--- src/rtl/adv7393_line_scheduler.sv ---
`default_nettype none
// ============================================================================
// Module   : adv7393_line_scheduler
// Brief    : Ping-pong line fetch scheduler between the AXI read DMA and the
//            ADV7393 pixel interface. Define ADV7393_SCHED_UNDERRUN_CNT_EN to
//            add the saturating underrun_cnt output.
// Revision : 1.0 - initial release
// ============================================================================
module adv7393_line_scheduler #(
    parameter int H_ACTIVE    = 720,
    parameter int V_ACTIVE    = 576,
    parameter int LINE_STRIDE = 1440
) (
    input  logic        clk,
    input  logic        reset,
    input  logic        enable,
    input  logic        frame_start,
    input  logic [31:0] fb_base,
    output logic        dma_cmd_valid,
    input  logic        dma_cmd_ready,
    output logic [31:0] dma_cmd_addr,
    output logic [15:0] dma_cmd_len,
    output logic        dma_cmd_buf,
    input  logic        dma_done,
    output logic        line_ready,
    output logic        rd_sel,
    input  logic        line_consumed,
    output logic        frame_done,
    output logic        underrun,
    input  logic        underrun_clr,
`ifdef ADV7393_SCHED_UNDERRUN_CNT_EN
    output logic [15:0] underrun_cnt,
`endif
    output logic        busy
);

    localparam logic [15:0] c_dma_len = 16'(H_ACTIVE * 2);
    localparam logic [31:0] c_stride  = 32'(LINE_STRIDE);
    localparam int          c_idx_w   = $clog2(V_ACTIVE + 1);
    localparam logic [c_idx_w-1:0] c_v_active = c_idx_w'(V_ACTIVE);

    typedef enum logic [2:0] {
        ST_IDLE      = 3'd0,
        ST_ARMED     = 3'd1,
        ST_ISSUE     = 3'd2,
        ST_WAIT_DONE = 3'd3,
        ST_FLUSH     = 3'd4
    } state_t;

    typedef enum logic [1:0] {
        BUF_EMPTY   = 2'd0,
        BUF_FILLING = 2'd1,
        BUF_FULL    = 2'd2
    } buf_state_t;

    state_t             state_q, state_d;
    buf_state_t         buf_q [2];
    buf_state_t         buf_d [2];
    logic [31:0]        addr_q, addr_d;
    logic [c_idx_w-1:0] line_idx_q, line_idx_d;
    logic               wr_sel_q, wr_sel_d;
    logic               rd_sel_q, rd_sel_d;
    logic               dma_cmd_valid_q, dma_cmd_valid_d;
    logic               line_ready_q, line_ready_d;
    logic               frame_done_q, frame_done_d;
    logic               underrun_q, underrun_d;
    logic               busy_q, busy_d;
    logic               w_accept, w_consume, w_underrun_ev, w_clear, w_go_idle;

    always_comb begin
        state_d       = state_q;
        addr_d        = addr_q;
        line_idx_d    = line_idx_q;
        wr_sel_d      = wr_sel_q;
        rd_sel_d      = rd_sel_q;
        buf_d         = buf_q;
        underrun_d    = underrun_q;
        frame_done_d  = 1'b0;
        w_accept      = dma_cmd_valid_q & dma_cmd_ready;
        w_consume     = line_consumed & line_ready_q;
        w_underrun_ev = line_consumed & ~line_ready_q;
        w_clear       = 1'b0;
        w_go_idle     = 1'b0;

        if (w_consume) begin
            buf_d[rd_sel_q] = BUF_EMPTY;
            rd_sel_d        = ~rd_sel_q;
        end

        if (w_underrun_ev) begin
            underrun_d = 1'b1;
        end else if (underrun_clr) begin
            underrun_d = 1'b0;
        end

        case (state_q)
            ST_IDLE: begin
                if (enable) state_d = ST_ARMED;
            end
            ST_ARMED: begin
                if (!enable) begin
                    state_d = ST_IDLE;
                end else if (frame_start) begin
                    addr_d  = fb_base;
                    w_clear = 1'b1;
                end
            end
            ST_ISSUE: begin
                // A handshake completes even if enable drops or a restart
                // arrives in the same cycle: the DMA now owns that command.
                if (w_accept) begin
                    buf_d[wr_sel_q] = BUF_FILLING;
                    wr_sel_d        = ~wr_sel_q;
                    addr_d          = addr_q + c_stride;
                    line_idx_d      = line_idx_q + c_idx_w'(1);
                    state_d         = ST_WAIT_DONE;
                    if (enable && frame_start) begin
                        addr_d  = fb_base;
                        state_d = ST_FLUSH;
                    end
                end else if (!enable) begin
                    w_go_idle = 1'b1;
                end else if (frame_start) begin
                    addr_d  = fb_base;
                    w_clear = 1'b1;
                end
            end
            ST_WAIT_DONE: begin
                if (dma_done) begin
                    buf_d[~wr_sel_q] = BUF_FULL;
                    state_d          = ST_ISSUE;
                    if (!enable) begin
                        w_go_idle = 1'b1;
                    end else if (frame_start) begin
                        addr_d  = fb_base;
                        w_clear = 1'b1;
                    end
                end else if (enable && frame_start) begin
                    addr_d  = fb_base;
                    state_d = ST_FLUSH;
                end
            end
            ST_FLUSH: begin
                // New base was latched on entry; later frame_starts are absorbed.
                if (dma_done) begin
                    if (!enable) w_go_idle = 1'b1;
                    else         w_clear   = 1'b1;
                end
            end
            default: state_d = ST_IDLE;
        endcase

        if (w_clear || w_go_idle) begin
            buf_d[0]   = BUF_EMPTY;
            buf_d[1]   = BUF_EMPTY;
            wr_sel_d   = 1'b0;
            rd_sel_d   = 1'b0;
            line_idx_d = '0;
            state_d    = w_go_idle ? ST_IDLE : ST_ISSUE;
        end

        // Frame end is evaluated on next-state values so frame_done lands
        // one cycle after the final consume.
        if ((state_d == ST_ISSUE) && (line_idx_d == c_v_active) &&
            (buf_d[0] == BUF_EMPTY) && (buf_d[1] == BUF_EMPTY)) begin
            state_d      = ST_ARMED;
            frame_done_d = 1'b1;
        end

        dma_cmd_valid_d = (state_d == ST_ISSUE) && (line_idx_d < c_v_active) &&
                          (buf_d[wr_sel_d] == BUF_EMPTY);
        line_ready_d    = (buf_d[rd_sel_d] == BUF_FULL);
        busy_d          = (state_d != ST_IDLE);
    end

    always_ff @(posedge clk) begin
        if (!reset) begin
            state_q         <= ST_IDLE;
            buf_q[0]        <= BUF_EMPTY;
            buf_q[1]        <= BUF_EMPTY;
            addr_q          <= '0;
            line_idx_q      <= '0;
            wr_sel_q        <= 1'b0;
            rd_sel_q        <= 1'b0;
            dma_cmd_valid_q <= 1'b0;
            line_ready_q    <= 1'b0;
            frame_done_q    <= 1'b0;
            underrun_q      <= 1'b0;
            busy_q          <= 1'b0;
        end else begin
            state_q         <= state_d;
            buf_q           <= buf_d;
            addr_q          <= addr_d;
            line_idx_q      <= line_idx_d;
            wr_sel_q        <= wr_sel_d;
            rd_sel_q        <= rd_sel_d;
            dma_cmd_valid_q <= dma_cmd_valid_d;
            line_ready_q    <= line_ready_d;
            frame_done_q    <= frame_done_d;
            underrun_q      <= underrun_d;
            busy_q          <= busy_d;
        end
    end

`ifdef ADV7393_SCHED_UNDERRUN_CNT_EN
    logic [15:0] underrun_cnt_q, underrun_cnt_d;

    always_comb begin
        underrun_cnt_d = underrun_cnt_q;
        if (w_underrun_ev) begin
            if (underrun_clr)        underrun_cnt_d = 16'd1;
            else if (~&underrun_cnt_q) underrun_cnt_d = underrun_cnt_q + 16'd1;
        end else if (underrun_clr) begin
            underrun_cnt_d = '0;
        end
    end

    always_ff @(posedge clk) begin
        if (!reset) underrun_cnt_q <= '0;
        else        underrun_cnt_q <= underrun_cnt_d;
    end

    assign underrun_cnt = underrun_cnt_q;
`endif

    assign dma_cmd_valid = dma_cmd_valid_q;
    assign dma_cmd_addr  = addr_q;
    assign dma_cmd_len   = c_dma_len;
    assign dma_cmd_buf   = wr_sel_q;
    assign line_ready    = line_ready_q;
    assign rd_sel        = rd_sel_q;
    assign frame_done    = frame_done_q;
    assign underrun      = underrun_q;
    assign busy          = busy_q;

endmodule
`default_nettype wire

--- config.mk ---
export PLATFORM = sky130hd
export DESIGN_NAME = adv7393_line_scheduler
export DESIGN_NICKNAME = d
export VERILOG_FILES = /design/src/rtl/adv7393_line_scheduler.sv
export SDC_FILE = /design/constraint.sdc
export NUM_CORES = 1
export LEC_CHECK = 0
export CORE_MARGIN = 5
export CORE_UTILIZATION = 28
export CTS_BUF_LIST = sky130_fd_sc_hd__clkbuf_4 sky130_fd_sc_hd__clkbuf_8
export CTS_CLUSTER_SIZE = 16
export DETAILED_ROUTE_END_ITERATION = 6
export GPL_TIMING_DRIVEN = 0
export SLEW_MARGIN = 10
export SYNTH_ARGS = -nofsm -noshare
export SYNTH_HDL_FRONTEND = slang
export SYNTH_SLANG_ARGS = --single-unit
--- constraint.sdc ---
create_clock -name clk -period 2.96 [get_ports clk]
set_clock_uncertainty 0.15 [all_clocks]
set_input_delay 0.444 -clock clk [delete_from_list [all_inputs] [get_ports clk]]
set_output_delay 0.444 -clock clk [all_outputs]
set_load 0.005 [all_outputs]
==> metrics.cfg <==
[outcome]
outcome=finished clean

[sta]
timing.hold.ws_ns=0.3154
hold_viol_final=0
setup_violations=0
fin_setup_tns_ns=0
period_share_pct=94.70
rsz0062_at_grt=false
fin_crit_ns=2.803
drv_slew=0
clock.fmax_mhz=356.7
slew_headroom_pct=39.95
worstMarginPinSlew_ns=0.8974

[power_and_ir_drop]
comb_power_share_pct=18.5
clkPwrFrac_pct=30.1
p_total_mw=1.582
powerDensity_mw_per_mm2=333.0
p_sw_mw=0.4377
p_seq_share_pct=51.4
internal_power_mw=1.144
p_sw_share_pct=27.67
p_leak_nw=1.713
ir_drop_mv=0.1819

[yosys]
synthCells=467
synth_edf_count=0
synthesis.area_mm2=0.003602
async_reset_ff_share_pct=0
synthTopCellsByArea=dfxtp_1, nor2_1, nand2_1
ys_seq_elements=56
netlist-cell-type-count=75
syn_avg_cell_area_um2=7.714
ys.flop_type=dfxtp_1
synth_top_area_share_pct=31.12
yosysTopAreaCell=dfxtp_1
synth-warning-count=0
ys_seq_area_share_pct=31.12

[worst_hold_path]
whs_endpoint=dma_cmd_addr[4]$_SDFFE_PN0P_
hold_depth=2
holdCritPathClass=flip-flop to flip-flop
holdCritStartpoint=dma_cmd_addr[4]$_SDFFE_PN0P_

[clock_network]
cts.clk_slew.worst_paths_ns=0.10
clk_path_buf_depth=2
cts_sinks=56
clk_latency_ns=0.32
post-cts-setup-buffer-count=0
tritoncts=yes
clock-root-buffer=clkbuf_8
cts_buffers=5
cts_max_level=2

[worst_setup_path]
critical_path_class=primary input to flip-flop
cp_cell_sequence=clkdlybuf4s50_1 > nand2_1 > clkbuf_1 > a31oi_2 > clkbuf_1 > o21ai_0 > a21oi_1
crit_path_end_kind=flip-flop
worstPathArrival_ns=2.91
start_kind=primary input
worstPathRequired_ns=3.06
crit_top_cell=clkbuf_1
slowest_delay_ns=0.62
timing.reg2reg.setup_slack_ns=0.40
critPathMaxFanout=10
timing.rr.end=dma_cmd_addr[19]$_SDFFE_PN0P_
ff2ff_path_depth=8
reg2reg_from=state_q[0]$_SDFF_PN0_
cpMaxStageDelayCell=clkdlybuf4s50_1

[finish]
nets=608
drive_above_1_share_pct=10.25
num-fill-cells=1349
area_growth_pct=31.85
stdcell_area_mm2=0.004750
most-common-layout-cells=clkdlybuf4s50_1, dfxtp_1, nor2_1
antenna_cells=0
mostFrequentLayoutCell=clkdlybuf4s50_1

[floorplan]
die_w_um=123.4
core_region_area_mm2=0.01262
io_pins=95
rows=41
die-area_mm2=0.01523
die_h_um=123.4
initial_core_util_pct=28.54

[route]
viasPerCell=5.163
drt_wl_total_um=12340
drtIter0Drc=276
drt_first_pass_iters=5
ant_nets=0
wire_per_inst_um=16.72
vias=3810
drc=0

[global_route]
antenna_found_initial=0
grt_pass1_wl_um=19260
grt_util_all_layers_pct=16.09
grt_pass1_vias=3664
grt_max_degree=16
grt_overflow_total=0

[placed_design]
placed_cell_area_mm2=0.004651
numPortBuffers=78
gp_congestion=0.8707
hpwl_um=9117

[run]
drv_cap=0

sequential cells by signal (all words and copies together), names as in the netlist:
register / count
buf_q: 4
busy: 1
dma_cmd_addr: 32
dma_cmd_buf: 1
dma_cmd_valid: 1
frame_done: 1
line_idx_q: 10
line_ready: 1
rd_sel: 1
state_q: 3
underrun: 1
power by group through the flow:
stage / registers (mW) / logic [mW] / clock network (mW)
6_report: 0.813 / 0.293 / 0.475
3_5_place_dp: 0.830 / 0.290 / 0
4_1_cts: 0.813 / 0.292 / 0.488
3_3_place_gp: 0.829 / 0.288 / 0
5_1_grt: 0.818 / 0.319 / 0.514
2_1_floorplan: 0.825 / 0.140 / 0
cell type report:
cell class	instances	area (um^2)	share of cell area [%]
plain buffers	43	241.5	5.084
clock buffers	7	96.34	2.028
inverters	6	22.52	0.4742
multi-input cells	376	2272	47.84
flip-flops and latches	56	1121	23.60
well taps	172	215.2	4.531
repair buffers	78	780.7	16.44
kinds of logic after synthesis:
| family | synth area share (%) |
|---|---|
| compound gates | 26.26 |
| xor+xnor | 4.863 |
| fa+ha+maj | 0.6946 |
| buf+inv | 7.329 |
| flops | 31.12 |
| mux | 1.737 |
| other cells | 0.2085 |
| simple gates | 27.79 |
repair_timing:
item / in CTS / in global routing
hold buffers: 0 / 0
resized for setup: 0 / 1
endpoints found under the setup margin: 0 / 2
Yosys cell counts (2+ instances only):
cell type,n
o21ai_2,2
a2111oi_0,2
nor3_1,12
xnor2_1,13
xor2_1,7
o221ai_1,5
a211oi_1,9
mux2_2,2
nand2_1,54
or3_1,3
a41oi_1,3
mux2i_1,4
buf_2,7
nor4_4,2
nand4_1,9
a311oi_1,3
and3_1,8
or2_2,2
nor4b_1,3
clkbuf_1,16
nand3_1,19
nand2b_1,6
buf_1,2
conb_1,2
o21a_1,3
a31oi_1,7
o21ai_0,30
dfxtp_1,56
a211o_1,2
a22oi_1,4
o221a_2,2
nor2b_1,2
ha_1,2
o31ai_1,6
a21oi_1,37
buf_4,17
inv_1,5
nor4_1,3
and2_1,2
nor2_1,56
a21o_1,4
critical path: cells and delay by family:
family	cells	cell delay [ns]
AOI/OAI and AO/OA	3	0.95
buffers and inverters	3	1.37
and+or+nand+nor	1	0.14
worst max path at each step:
stage	from	cells after the start	slack, ns	end
6_report	enable	7	0.16	dma_cmd_addr[15]$_SDFFE_PN0P_
5_1_grt	enable	7	0.06	dma_cmd_valid$_SDFF_PN0_
4_1_cts	enable	9	0.1	dma_cmd_addr[29]$_SDFFE_PN0P_
3_5_place_dp	enable	9	-0.25	dma_cmd_addr[29]$_SDFFE_PN0P_
3_3_place_gp	enable	9	-0.25	dma_cmd_addr[29]$_SDFFE_PN0P_
2_1_floorplan	line_idx_q[2]$_SDFF_PN0_	7	0.83	state_q[0]$_SDFF_PN0_
metal layers:
| metal | up-vias | track usage [%] | routed length, um |
|---|---|---|---|
| li1 | 1865 | - | - |
| met1 | 1781 | 22.10 | 5530 |
| met2 | 148 | 25.65 | 5660 |
| met3 | 16 | 3.156 | 982 |
| met4 | 0 | 4.498 | 170 |
| met5 | - | 0 | 0 |
stage by stage:
| stage | setup WS [ns] | utilization, % | cells |
|---|---|---|---|
| 2_1_floorplan | 0.8301 | - | 481 |
| 3_3_place_gp | -0.2534 | 36.85 | 731 |
| 3_5_place_dp | -0.2516 | 36.85 | 731 |
| 4_1_cts | 0.09689 | 37.62 | 738 |
| 5_1_grt | 0.05829 | 37.64 | 738 |
| 6_report | 0.1567 | 37.64 | 738 |
(Power assumes the default switching activity.)
==> edit (config.mk and constraints unchanged) <==
Change the parameter `LINE_STRIDE` from 1440 to 1080.
--- a/src/rtl/adv7393_line_scheduler.sv
+++ b/src/rtl/adv7393_line_scheduler.sv
@@ -10,5 +10,5 @@
     parameter int H_ACTIVE    = 720,
     parameter int V_ACTIVE    = 576,
-    parameter int LINE_STRIDE = 1440
+    parameter int LINE_STRIDE = 1080
 ) (
     input  logic        clk,
Check against the original RTL: not equivalent (a bounded check fails within 4 cycles, from zero or initial values and one cycle with reset low).
==> edit against the unedited design <==
Via count grew 6.1%. Largest power group unchanged. Non-clock buffer count grew 1. Largest cell class unchanged. Final cell count grew 1.6%. Synthesized cell count grew 2.8%. Setup slack lost 34 ps. Sequential power is essentially flat. Power shrank 1.1%. Fmax shrank 1.2%. Design area shrank 0.42%. Routed wire length grew 3.9%. Critical path type unchanged. Synthesized area grew 0.14%. Sequential cell count is the same. Sequential share of layout area grew 0.10 points. Critical endpoint is now dma_cmd_addr[12]. Global-route usage grew 0.32 points.
==> edit: results (changes against the unedited design) <==
| Metric | Value |
|---|---|
| Hold Path Class | reg -> reg |
| Met3 global-route usage | 0.0325 (+0.000915) |
| Sw Pwr | 458 uW (+4.6%) |
| # fillers | 1332 (-1.3%) |
| Synth unique cells | 67 (-11%) |
| Slew @ Worst Pin | 820 ps (-77.7 ps) |
| Post-detail-place hpwl | 9.57 mm (+5.0%) |
| Post-CTS setup buffer count | 0 (unchanged) |
| Seq pwr share | 0.521 (+0.007) |
| All-Layer GR Usage | 0.164 (+0.00316) |
| Initial DRC Count | 574 (+110%) |
| Power Density | 331 nW/um^2 (-0.70%) |
| Seq/Total Area, Yosys | 0.311 (-0.000432) |
| Biggest consumer | registers |
| WL per Instance | 17.1 um (+2.2%) |
| PortBufs | 77 (-1.3%) |
| Vias | 4044 (+6.1%) |
| First-pass iteration count of the detailed router | 7 (+2) |
| GR Util met2 | 0.253 (-0.00340) |
| Nets | 620 (+2.0%) |
| Post-synthesis xor/xnor area fraction | 0.0631 (+0.0145) |
| First-pass GRT wire length | 19.5 mm (+1.4%) |
| Post-Syn Instances | 480 (+2.8%) |
| Largest net degree at the start of global routing | 16 (unchanged) |
| Compound-gate portion of the synthesized area | 0.267 (+0.00484) |
| Adder-cell share of the synthesized area | 0.00694 (-0.00000964) |
| CP arrival | 2890 ps (-20 ps) |
| Clock power share | 0.278 (-0.023) |
| Post-synthesis mux area share | 0.00694 (-0.0104) |
| Synth cell count leaders | 56 x dfxtp_1, 56 x nand2_1, 54 x nor2_1, 37 x a21oi_1, 26 x o21ai_0 |
| Met1 Usage GRT | 0.231 (+0.00951) |
| Via count of the first global-routing pass | 3649 (-0.41%) |
| Dpl cells | 743 (+1.6%) |
| Routed WL | 12.8 mm (+3.9%) |
| Synth area leaders | dfxtp_1 31%, nand2_1 5.8%, nor2_1 5.6% |
| Placed Area | 4650 sq um (-0.11%) |
| Status | finished, final reports clean |
| Clock Tree Buf Depth | 2 (unchanged) |
| Setup WS pre-CTS | -160 ps (+91.6 ps) |
| Leak Pwr | 0.00161 uW (-6.1%) |
| Seq cells post-synth | 56 (unchanged) |
| Max VDD drop | 163 uV (-10%) |
| Initial antenna violation count | 0 (unchanged) |
| Post-synth ARST share | 0 (unchanged) |
| Layout cell share with drive strength beyond 1 | 0.0727 (-0.0298) |
| Gpl congestion | 0.864 (-0.78%) |
| CTS clk-pin slew, worst paths | 110 ps |
==> edit: area by class of cell <==
cell class / count / area, sq um / share of cell area
timing repair buffer: 77 / 771 / 0.163
sequential: 56 / 1120 / 0.237
multi-input combinational: 386 / 2270 / 0.480
buffer: 45 / 246 / 0.0521
clock inverter: 1 / 5.00 / 0.00106
tap: 172 / 215 / 0.0455
clock buffer: 6 / 76.3 / 0.0161
inverter: 7 / 26.3 / 0.00556
==> edit: worst paths after layout <==
path	startpoint	endpoint	slack, ps	cells after the start
max	dma_done	dma_cmd_addr[12]	120	7
min	underrun	underrun	320	2
max reg2reg	dma_cmd_addr[4]	dma_cmd_addr[29]	420	9
min reg2reg	underrun	underrun	320	2
==> edit: worst max-delay path, cell delays in order <==
cell and delay (ps):
clkdlybuf4s50_1 690, nor2b_1 90, clkbuf_2 230, a31oi_2 550, o21ai_1 450, a222oi_1 340, nor2_1 90
==> edit: routing by layer <==
layer,wire length [um],share of wire
met1,5530,0.43
met2,5850,0.46
met3,1220,0.095
met4,221,0.017
met5,0,0
